===== config.mk =====
export PLATFORM = sky130hd
export DESIGN_NAME = i2c_target
export DESIGN_NICKNAME = d
export VERILOG_FILES = /design/src/rtl/i2c_target.sv
export SDC_FILE = /design/constraint.sdc
export NUM_CORES = 1
export LEC_CHECK = 0
export BUFFER_PORTS_ARGS = -buffer_cell sky130_fd_sc_hd__buf_2
export CORE_MARGIN = 2
export CORE_UTILIZATION = 60
export CTS_CLUSTER_SIZE = 8
export DETAILED_ROUTE_END_ITERATION = 12
export PLACE_DENSITY = 0.92
export SLEW_MARGIN = 10
export SYNTH_ARGS = -nofsm -noshare
export SYNTH_HDL_FRONTEND = slang
export SYNTH_SLANG_ARGS = --single-unit

===== constraint.sdc =====
create_clock -name clk_i -period 8.5 [get_ports clk_i]
set_input_delay 1.7 -clock clk_i [delete_from_list [all_inputs] [get_ports clk_i]]
set_output_delay 1.7 -clock clk_i [all_outputs]
set_load 0.02 [all_outputs]

===== src/rtl/i2c_target.sv =====
// I2C target with a small byte-addressed register window: 7-bit own address,
// four-byte receive and transmit buffers, and a status register with W1C done flags.
module i2c_target #(
    parameter logic [6:0]  OWN_ADR     = 7'h42,
    parameter int unsigned SYNC_STAGES = 2
) (
    input  logic        clk_i,
    input  logic        rst_ni,
    input  logic        write_i,
    input  logic [3:0]  data_be_i,
    input  logic [4:0]  addr_i,
    input  logic [31:0] wdata_i,
    output logic [31:0] rdata_o,
    input  logic        scl_i,
    input  logic        sda_i,
    output logic        sda_oe_o
);

    typedef enum logic [2:0] {
        IDLE, ADDR, ADDR_ACK, RX, RX_ACK, TX, TX_ACK, WAIT_STOP
    } state_t;

    typedef enum logic [1:0] {XFER_NONE, XFER_WR, XFER_RD} xfer_t;

    state_t state, state_n;
    xfer_t  xfer;
    logic   oe_n;

    logic [SYNC_STAGES-1:0] scl_sync, sda_sync;
    logic scl_s, sda_s, scl_q, sda_q;
    logic start_det, stop_det, scl_rise, scl_fall;

    logic [6:0]      adr, adr_n;
    logic [3:0][7:0] rxd, txd, txd_n;
    logic [2:0]      rxcnt;
    logic            rx_done, tx_done, busy, ovf;
    logic            w1c_rx, w1c_tx;

    logic [2:0] bit_cnt;
    logic [6:0] shreg;
    logic [7:0] tx_sh, byte_in, tx_byte;
    logic [2:0] tx_idx;
    logic       last_bit, addr_hit;
    logic [5:0] lane_addr [4];

    // Synchronizers idle high so reset never manufactures a START or STOP.
    always_ff @(posedge clk_i) begin
        if (!rst_ni) begin
            scl_sync <= '1;
            sda_sync <= '1;
            scl_q    <= 1'b1;
            sda_q    <= 1'b1;
        end else begin
            scl_sync <= {scl_sync[SYNC_STAGES-2:0], scl_i};
            sda_sync <= {sda_sync[SYNC_STAGES-2:0], sda_i};
            scl_q    <= scl_sync[SYNC_STAGES-1];
            sda_q    <= sda_sync[SYNC_STAGES-1];
        end
    end

    assign scl_s     = scl_sync[SYNC_STAGES-1];
    assign sda_s     = sda_sync[SYNC_STAGES-1];
    assign start_det = scl_s & scl_q & sda_q & ~sda_s;
    assign stop_det  = scl_s & scl_q & ~sda_q & sda_s;
    assign scl_rise  = scl_s & ~scl_q;
    assign scl_fall  = ~scl_s & scl_q;

    assign byte_in  = {shreg, sda_s};
    assign last_bit = (bit_cnt == 3'd7);
    assign addr_hit = (byte_in[7:1] == adr);
    assign tx_byte  = tx_idx[2] ? 8'hFF : txd[tx_idx[1:0]];

    always_comb begin
        for (int i = 0; i < 4; i++) lane_addr[i] = {1'b0, addr_i} + 6'(i);
    end

    // NOTE: every combinational output gets a default first so no latch is inferred.
    always_comb begin
        adr_n  = adr;
        txd_n  = txd;
        w1c_rx = 1'b0;
        w1c_tx = 1'b0;
        for (int i = 0; i < 4; i++) begin
            if (write_i && data_be_i[i]) begin
                case (lane_addr[i])
                    6'h00: adr_n = wdata_i[8*i +: 7];
                    6'h08, 6'h09, 6'h0A, 6'h0B:
                        txd_n[lane_addr[i][1:0]] = wdata_i[8*i +: 8];
                    6'h0C: begin
                        w1c_rx = wdata_i[8*i+3];
                        w1c_tx = wdata_i[8*i+4];
                    end
                    default: ;
                endcase
            end
        end
    end

    always_comb begin
        rdata_o = '0;
        for (int i = 0; i < 4; i++) begin
            if (data_be_i[i]) begin
                case (lane_addr[i])
                    6'h00: rdata_o[8*i +: 8] = {1'b0, adr};
                    6'h04, 6'h05, 6'h06, 6'h07:
                        rdata_o[8*i +: 8] = rxd[lane_addr[i][1:0]];
                    6'h08, 6'h09, 6'h0A, 6'h0B:
                        rdata_o[8*i +: 8] = txd[lane_addr[i][1:0]];
                    6'h0C: rdata_o[8*i +: 8] = {1'b0, ovf, busy, tx_done, rx_done, rxcnt};
                    default: rdata_o[8*i +: 8] = 8'h00;
                endcase
            end
        end
    end

    always_ff @(posedge clk_i) begin
        if (!rst_ni) begin
            state    <= IDLE;
            sda_oe_o <= 1'b0;
        end else begin
            state    <= state_n;
            sda_oe_o <= oe_n;
        end
    end

    // SDA is only ever changed on an SCL fall, so data is stable while SCL is high.
    always_comb begin
        state_n = state;
        oe_n    = sda_oe_o;
        if (start_det) begin
            state_n = ADDR;
            oe_n    = 1'b0;
        end else if (stop_det) begin
            state_n = IDLE;
            oe_n    = 1'b0;
        end else begin
            case (state)
                ADDR: if (scl_rise && last_bit) state_n = addr_hit ? ADDR_ACK : WAIT_STOP;
                ADDR_ACK: begin
                    if (scl_fall) oe_n = 1'b1;
                    if (scl_rise) state_n = (xfer == XFER_RD) ? TX : RX;
                end
                RX: begin
                    if (scl_fall) oe_n = 1'b0;
                    if (scl_rise && last_bit) state_n = (rxcnt == 3'd4) ? WAIT_STOP : RX_ACK;
                end
                RX_ACK: begin
                    if (scl_fall) oe_n = 1'b1;
                    if (scl_rise) state_n = RX;
                end
                TX: begin
                    if (scl_fall) oe_n = (bit_cnt == 3'd0) ? ~tx_byte[7] : ~tx_sh[7];
                    if (scl_rise && last_bit) state_n = TX_ACK;
                end
                TX_ACK: begin
                    if (scl_fall) oe_n = 1'b0;
                    if (scl_rise) state_n = sda_s ? WAIT_STOP : TX;
                end
                default: ;
            endcase
        end
    end

    // NOTE: the RXD/TXD byte buffers are reset because software reads them as registers.
    always_ff @(posedge clk_i) begin
        if (!rst_ni) begin
            adr     <= OWN_ADR;
            txd     <= '0;
            rxd     <= '0;
            rxcnt   <= '0;
            ovf     <= 1'b0;
            rx_done <= 1'b0;
            tx_done <= 1'b0;
            busy    <= 1'b0;
            xfer    <= XFER_NONE;
            bit_cnt <= '0;
            shreg   <= '0;
            tx_sh   <= '0;
            tx_idx  <= '0;
        end else begin
            adr     <= adr_n;
            txd     <= txd_n;
            rx_done <= (stop_det && xfer == XFER_WR) | (rx_done & ~w1c_rx);
            tx_done <= (stop_det && xfer == XFER_RD) | (tx_done & ~w1c_tx);
            if (start_det) begin
                bit_cnt <= '0;
                busy    <= 1'b1;
                xfer    <= XFER_NONE;
            end else if (stop_det) begin
                busy <= 1'b0;
                xfer <= XFER_NONE;
            end else begin
                case (state)
                    ADDR: if (scl_rise) begin
                        shreg   <= byte_in[6:0];
                        bit_cnt <= bit_cnt + 3'd1;
                        if (last_bit && addr_hit) begin
                            xfer   <= byte_in[0] ? XFER_RD : XFER_WR;
                            tx_idx <= '0;
                            if (!byte_in[0]) begin
                                rxcnt <= '0;
                                ovf   <= 1'b0;
                                rxd   <= '0;
                            end
                        end
                    end
                    RX: if (scl_rise) begin
                        shreg   <= byte_in[6:0];
                        bit_cnt <= bit_cnt + 3'd1;
                        if (last_bit) begin
                            if (rxcnt == 3'd4) begin
                                ovf <= 1'b1;
                            end else begin
                                rxd[rxcnt[1:0]] <= byte_in;
                                rxcnt           <= rxcnt + 3'd1;
                            end
                        end
                    end
                    TX: begin
                        if (scl_fall)
                            tx_sh <= (bit_cnt == 3'd0) ? {tx_byte[6:0], 1'b1} : {tx_sh[6:0], 1'b1};
                        if (scl_rise) bit_cnt <= bit_cnt + 3'd1;
                    end
                    TX_ACK: if (scl_rise) begin
                        bit_cnt <= '0;
                        if (!sda_s && !tx_idx[2]) tx_idx <= tx_idx + 3'd1;
                    end
                    default: ;
                endcase
            end
        end
    end

endmodule


==> results of run 1 <==
## Yosys cell counts (7+ instances only)
library cell  count  area [µm²]
a211oi_1         14         105
dfxtp_1         111        2220
mux4_2           26         586
buf_2            17        85.1
nand2b_1         12        75.1
a22o_1           21         184
o32ai_1           8        70.1
o2bb2ai_1        24         210
nor2_1           66         248
o22ai_1          10        62.6
mux2_2           11         124
inv_1            17        63.8
a31oi_1          39         244
ha_1             18         225
xor2_1           10        87.6
a21oi_1          55         275
and2_1           14        87.6
a32oi_1           8        70.1
buf_4             7        52.6
nor3_1           23         115
mux2i_1          93         931
nor2b_1           9        56.3
nand3_1          24         120
a22oi_1          20         150
o21ai_0          94         470
nand2_1         134         503
o211ai_1         40         300
clkbuf_1         43         161
## cells in the final DEF, fill, tap and decap left out, types with 4 or more instances in the layout
master	instances
mux2i_1	93
nor2_1	66
buf_4	10
a21oi_1	55
buf_2	77
nand2b_1	12
o21ai_0	94
mux4_2	26
inv_1	17
o22ai_1	10
a211oi_1	14
a22o_1	21
o211ai_1	40
a22oi_1	20
clkbuf_16	9
nor2b_1	9
or2_2	5
ha_1	18
a31oi_1	39
nor3_1	23
and2_1	14
o221ai_1	4
a32oi_1	8
mux2_2	11
dfxtp_1	111
nand3_1	24
nand2_1	134
o2bb2ai_1	24
nor3_2	4
o21ai_1	6
nand3b_1	4
o32ai_1	8
a222oi_1	6
xor2_1	10
## where the power goes
| group | total (mW) | switching [mW] | internal, mW | leakage, nW |
|---|---|---|---|---|
| sequential | 0.538 | 0.0121 | 0.526 | 0.896 |
| combinational | 0.192 | 0.129 | 0.0632 | 2.32 |
| clock | 0.456 | 0.220 | 0.235 | 0.151 |
| total | 1.19 | 0.361 | 0.824 | 3.37 |
## stage by stage
| step | hold WS, ns | area [µm²] | std cells | power [mW] | setup WS [ns] |
|---|---|---|---|---|---|
| CTS | 0.419 | 9500 | 1281 | 1.17 | 1.81 |
| detailed placement | 0.405 | 9190 | 1265 | 0.731 | 1.81 |
| finish | 0.410 | 9500 | 1281 | 1.19 | 1.73 |
| global placement | 0.394 | 9190 | 1265 | 0.728 | 1.82 |
| floorplan | 0.386 | 8870 | 1071 | 0.675 | 2.35 |
| global route | 0.441 | 9500 | 1281 | 1.22 | 1.53 |
## logic make-up (layout without fill, tap and decap cells)
logic type / count (synthesis) / after routing / synth area share
AO/OA/AOI/OAI: 382 / 382 / 0.300
AND/OR/NAND/NOR: 323 / 323 / 0.177
adder cells (fa/ha/maj): 18 / 18 / 0.0254
XOR/XNOR: 12 / 12 / 0.0119
flip-flops: 111 / 111 / 0.251
multiplexers: 130 / 130 / 0.185
buffers and inverters: 95 / 121 / 0.0494
## worst paths after layout
| kind | startpoint | endpoint | slack, ns | cells past startpoint |
|---|---|---|---|---|
| hold / removal | sda_sync[0] | sda_sync[1] | 0.41 | 1 |
| setup reg to reg | adr[6] | rxcnt[2] | 5.62 | 6 |
| setup / recovery | addr_i[1] | rdata_o[9] | 1.73 | 10 |
| hold reg to reg | sda_sync[0] | sda_sync[1] | 0.41 | 1 |
## worst max-delay path, delay by kind of cell
family,cells,cell delay (ns)
buffers and inverters,3,0.83
adder cells (fa/ha/maj),1,0.44
multiplexers,1,0.33
AND/OR/NAND/NOR,2,0.34
AO/OA/AOI/OAI,3,1.41
## state kept, by name (all words and copies together) (netlist names)
register  count
rx_done       1
scl_sync      2
ovf           1
tx_done       1
state         3
txd          32
xfer          2
adr           7
sda_q         1
shreg         7
sda_oe_o      1
rxd          32
tx_sh         8
tx_idx        3
bit_cnt       3
busy          1
scl_q         1
sda_sync      2
rxcnt         3
## area by class of cell
| class | instances | area (µm²) | share of cell area |
|---|---|---|---|
| clock buffers | 9 | 225 | 0.0237 |
| clock inverters | 7 | 87.6 | 0.00922 |
| inverters | 18 | 67.6 | 0.00711 |
| multi-input cells | 865 | 6210 | 0.653 |
| flip-flops and latches | 111 | 2220 | 0.234 |
| well taps | 184 | 230 | 0.0242 |
| repair buffers | 87 | 460 | 0.0485 |
## per-layer routing
metal  vias up  GRT usage  wire length (µm)
li1       4133          -                 -
met1      4315      0.493             10900
met2       811      0.579             13100
met3       184      0.146              4870
met4         0      0.156              1760
met5         -          0                 0
==> run_results.csv, run 1 <==
group,metric,value,unit
outcome,status,"finished, final reports clean",
critical_path,path_cells,"buf_2 > buf_4 > ha_1 > nand2_1 > mux2_2 > a32oi_2 > nor2_1 > o41ai_4 > a21oi_1 > buf_2",
sta,finalClockSkew,0.0132,ns
sta,setup_viol,0,
global_routing,overflow,0,
critical_path,critPathLaunchType,"input pin",
synth,synth_edf_count,0,
global_routing,antenna_found_initial,0,
sta,finalHoldViolCount,0,
synth,yosysSeqAreaShare,0.251,
power_and_ir_drop,ir_drop,106,µV
cells_and_area,syn_to_final_growth,7.14,%
route,drt_pass1_iterations,7,
floorplan,die_area,15800,µm²
clock_tree,clock_path_buffers,2,
synth,synth_cells,1071,
clock_tree,cts_resized,0,
sta,worst_pin_slew,1.12,ns
sta,fin_crit_sh,0.797,
synth,syn_area,8870,µm²
cells_and_area,fin_nets,1156,
critical_path,cp-end-kind,"output port",
clock_tree,h-tree-depth,3,
critical_path,cp_common_cell,"buf_2",
synth,synth_cell_types,81,
route,wl,30700,µm
route,vias_per_cell,7.37,
global_routing,grt_use_total,0.383,
power_and_ir_drop,p_leak,3.37,nW
synth,ys_dominant_reg_cell,"dfxtp_1",
cells_and_area,n_fill_cell,1205,
floorplan,coreArea,14500,µm²
sta,slew_viol_final,0,
placement,port_buffers,78,
floorplan,boundaryPins,79,
global_routing,grt_pass1_vias,8728,
power_and_ir_drop,powerDensity,125,nW/µm²
route,wire_per_inst,23.9,µm
floorplan,die_w,126,µm
synth,ys_warn_count,0,
worst_hold_path,hp-class,"register to register",
clock_tree,cts-root-buf,"clkbuf_16",
clock_tree,cts.clk_slew.worst_paths,0.08,ns
critical_path,worstPathArrival,5.07,ns
synth,synth_area_per_cell,8.28,µm²
route,drtAntennaViolNets,0,
cells_and_area,final_core_utilization,0.656,
placement,dp.final_hpwl,21500,µm
synth,async_reset_ff_frac,0,
route,drc,0,
clock_tree,hold_buffers,0,
clock_tree,cts_tree,"yes",
cells_and_area,drive_gt1_frac,0.151,
clock_tree,cts-buffers-inserted,9,
placement,place_congestion,0.988,
critical_path,cpPeakStageDelay,0.66,ns
clock_tree,clock_sinks,111,
sta,final.setup.tns,0,ns
clock_tree,clock_latency,0.37,ns
sta,grt_setup_unrepaired,"no",
floorplan,die_y,126,µm
sta,max_freq,148,MHz
floorplan,start_util,0.612,
route,drt-initial-drc-count,1601,
synth,syn-num-nets,1135,
critical_path,crit_path_top_delay_cell,"a32oi_2",
sta,fin_crit,6.77,ns
synth,ys_ff_latch,111,
clock_tree,cts_setup_buffers,0,
floorplan,fp-row-count,44,
global_routing,grt_pass1_wl,47800,µm
critical_path,critPathKind,"input pin to output port",
job,maxCapViolations,0,
critical_path,crit_required,6.80,ns
route,num_vias,9443,
critical_path,cp_max_fo,23,
sta,max-slew-margin-rel,0.249,
global_routing,grt_max_degree,64,
cells_and_area,antenna_cells,0,
(Power assumes the default switching activity.)
==> run 2: changes to the inputs <==
clock period = 6.78 ns   (was 8.5 ns; I/O delays follow)
==> run 2 against run 1 <==
Effect of this change: via count grew 0.85%; core utilization is essentially flat; combinational power grew 26%; critical path depth shrank 1; largest power group unchanged; worst setup slack lost 0.82 ns; clock power grew 23%; worst hold slack lost 0.011 ns; non-clock buffer count is the same; clock skew is essentially flat; clock-buffer cell count grew 1; critical endpoint is now rdata_o[8]; total power grew 24%.
==> run_results.csv, run 2 (synthesized netlist as in run 1, its figures left out) <==
group,metric,value,unit
outcome,status,"finished, final reports clean",
clock_tree,clock_path_buffers,2,
clock_tree,h-tree-depth,3,
placement,dp.final_hpwl,22200,µm
critical_path,critPathKind,"input pin to output port",
global_routing,overflow,0,
sta,max-slew-margin-rel,0.244,
worst_hold_path,hp-class,"register to register",
critical_path,cpPeakStageDelay,0.65,ns
cells_and_area,register_area,2220,µm²
cells_and_area,fin_nets,1156,
route,vias_per_cell,7.43,
global_routing,antenna_found_initial,0,
cells_and_area,syn_to_final_growth,7.13,%
clock_tree,cts-buffers-inserted,9,
route,wire_per_inst,24.2,µm
global_routing,grt_pass1_wl,47200,µm
clock_tree,cts_setup_buffers,0,
floorplan,boundaryPins,79,
critical_path,r2r-start,"adr[6]",
sta,finalHoldViolCount,0,
cells_and_area,final_cell_count_no_fill,1281,
floorplan,fp-row-count,44,
job,maxCapViolations,0,
route,drt-initial-drc-count,1497,
floorplan,die_area,15800,µm²
sta,fin_crit,5.87,ns
cells_and_area,drive_gt1_frac,0.151,
floorplan,die_y,126,µm
global_routing,grt_use_total,0.382,
sta,max_freq,170,MHz
critical_path,crit_required,5.42,ns
clock_tree,cts_resized,0,
floorplan,coreArea,14500,µm²
cells_and_area,multi_input_area,6210,µm²
sta,fin_crit_sh,0.866,
critical_path,path_cells,"buf_2 > ha_1 > nand2_1 > mux2_2 > a32oi_2 > nor2_1 > o41ai_4 > a21oi_1 > buf_2",
clock_tree,cts_tree,"yes",
placement,place_congestion,1.05,
placement,dp_worst_setup_slack,0.948,ns
cells_and_area,layout_common_cells,"nand2_1, dfxtp_1, o21ai_0",
cells_and_area,reg.largest.list,"rxd: 32 flops, txd: 32 flops, tx_sh: 8 flops",
cells_and_area,final_common_cell,"nand2_1",
critical_path,cp_max_fo,23,
critical_path,cp-end-kind,"output port",
sta,grt_setup_unrepaired,"no",
clock_tree,hold_buffers,0,
route,drt_pass1_iterations,6,
cells_and_area,n_fill_cell,1200,
sta,setup_viol,0,
placement,port_buffers,78,
critical_path,cp_common_cell,"buf_2",
sta,whs,0.399,ns
global_routing,grt_max_degree,64,
sta,setup_slack,0.906,ns
clock_tree,cts.clk_slew.worst_paths,0.08,ns
floorplan,die_w,126,µm
sta,finalClockSkew,0.0133,ns
power_and_ir_drop,powerDensity,155,nW/µm²
power_and_ir_drop,total_power,1.48,mW
worst_hold_path,hold_start,"sda_sync[0]",
cells_and_area,antenna_cells,0,
global_routing,grt_pass1_vias,8542,
placement,place_inst,1265,
critical_path,crit_start,"addr_i[2]",
clock_tree,cts-root-buf,"clkbuf_16",
sta,worst_pin_slew,1.13,ns
route,num_vias,9523,
sta,final.setup.tns,0,ns
route,drc,0,
power_and_ir_drop,p_leak,3.37,nW
critical_path,critPathLaunchType,"input pin",
critical_path,crit_path_top_delay_cell,"o41ai_4",
sta,slew_viol_final,0,
critical_path,worstPathArrival,4.52,ns
route,wl,31000,µm
route,drtAntennaViolNets,0,
clock_tree,clock_sinks,111,
floorplan,start_util,0.612,
power_and_ir_drop,ir_drop,155,µV
clock_tree,clock_latency,0.37,ns
==> run 2: cell types whose count changed in the layout (fill, tap and decap cells not counted) <==
cell,change
clkbuf_8,+1
inv_6,+1
clkinv_2,-1
clkinv_8,-1
inv_8,-1
clkinv_4,+1
==> run 2: path summary, 6_finish.rpt <==
| path | endpoint | slack (ns) | depth (start not counted) |
|---|---|---|---|
| worst max-delay path | rdata_o[8] | 0.91 | 9 |
| worst min-delay path | sda_sync[1] | 0.40 | 1 |
| worst max register to register | rxcnt[2] | 4.20 | 6 |
| worst min register to register | sda_sync[1] | 0.40 | 1 |
==> run 2: worst max-delay path, delay by kind of cell <==
family / cells / cell delay, ns
AOI/OAI and AO/OA: 3 / 1.36
adders and majority gates: 1 / 0.53
muxes: 1 / 0.34
buffers and inverters: 2 / 0.56
and+or+nand+nor: 2 / 0.37
==> run 2: cell type report <==
cell class,instances,area share
Clock buffer,10,0.0252
Clock inverter,6,0.00764
Inverter,18,0.00711
Multi-Input combinational cell,865,0.653
Sequential cell,111,0.234
Tap cell,184,0.0242
Timing Repair Buffer,87,0.0485
==> run 2: power breakdown <==
| part | switching [mW] | internal, mW | leakage [nW] |
|---|---|---|---|
| combinational | 0.161 | 0.0799 | 2.32 |
| sequential | 0.0153 | 0.659 | 0.896 |
| clock | 0.259 | 0.301 | 0.150 |
==> run 2: stage by stage <==
step                      utilization  cell area [µm²]
final                           0.656             9500
after detailed placement        0.635             9190
after global routing            0.656             9500
after global placement          0.635             9190
after floorplan                     -             8870
after CTS                       0.656             9500
==> run 2: per-layer routing <==
| metal | track usage | part of all wire |
|---|---|---|
| met5 | 0 | 0 |
| met4 | 0.228 | 0.069 |
| met3 | 0.106 | 0.15 |
| met2 | 0.560 | 0.42 |
| met1 | 0.501 | 0.36 |
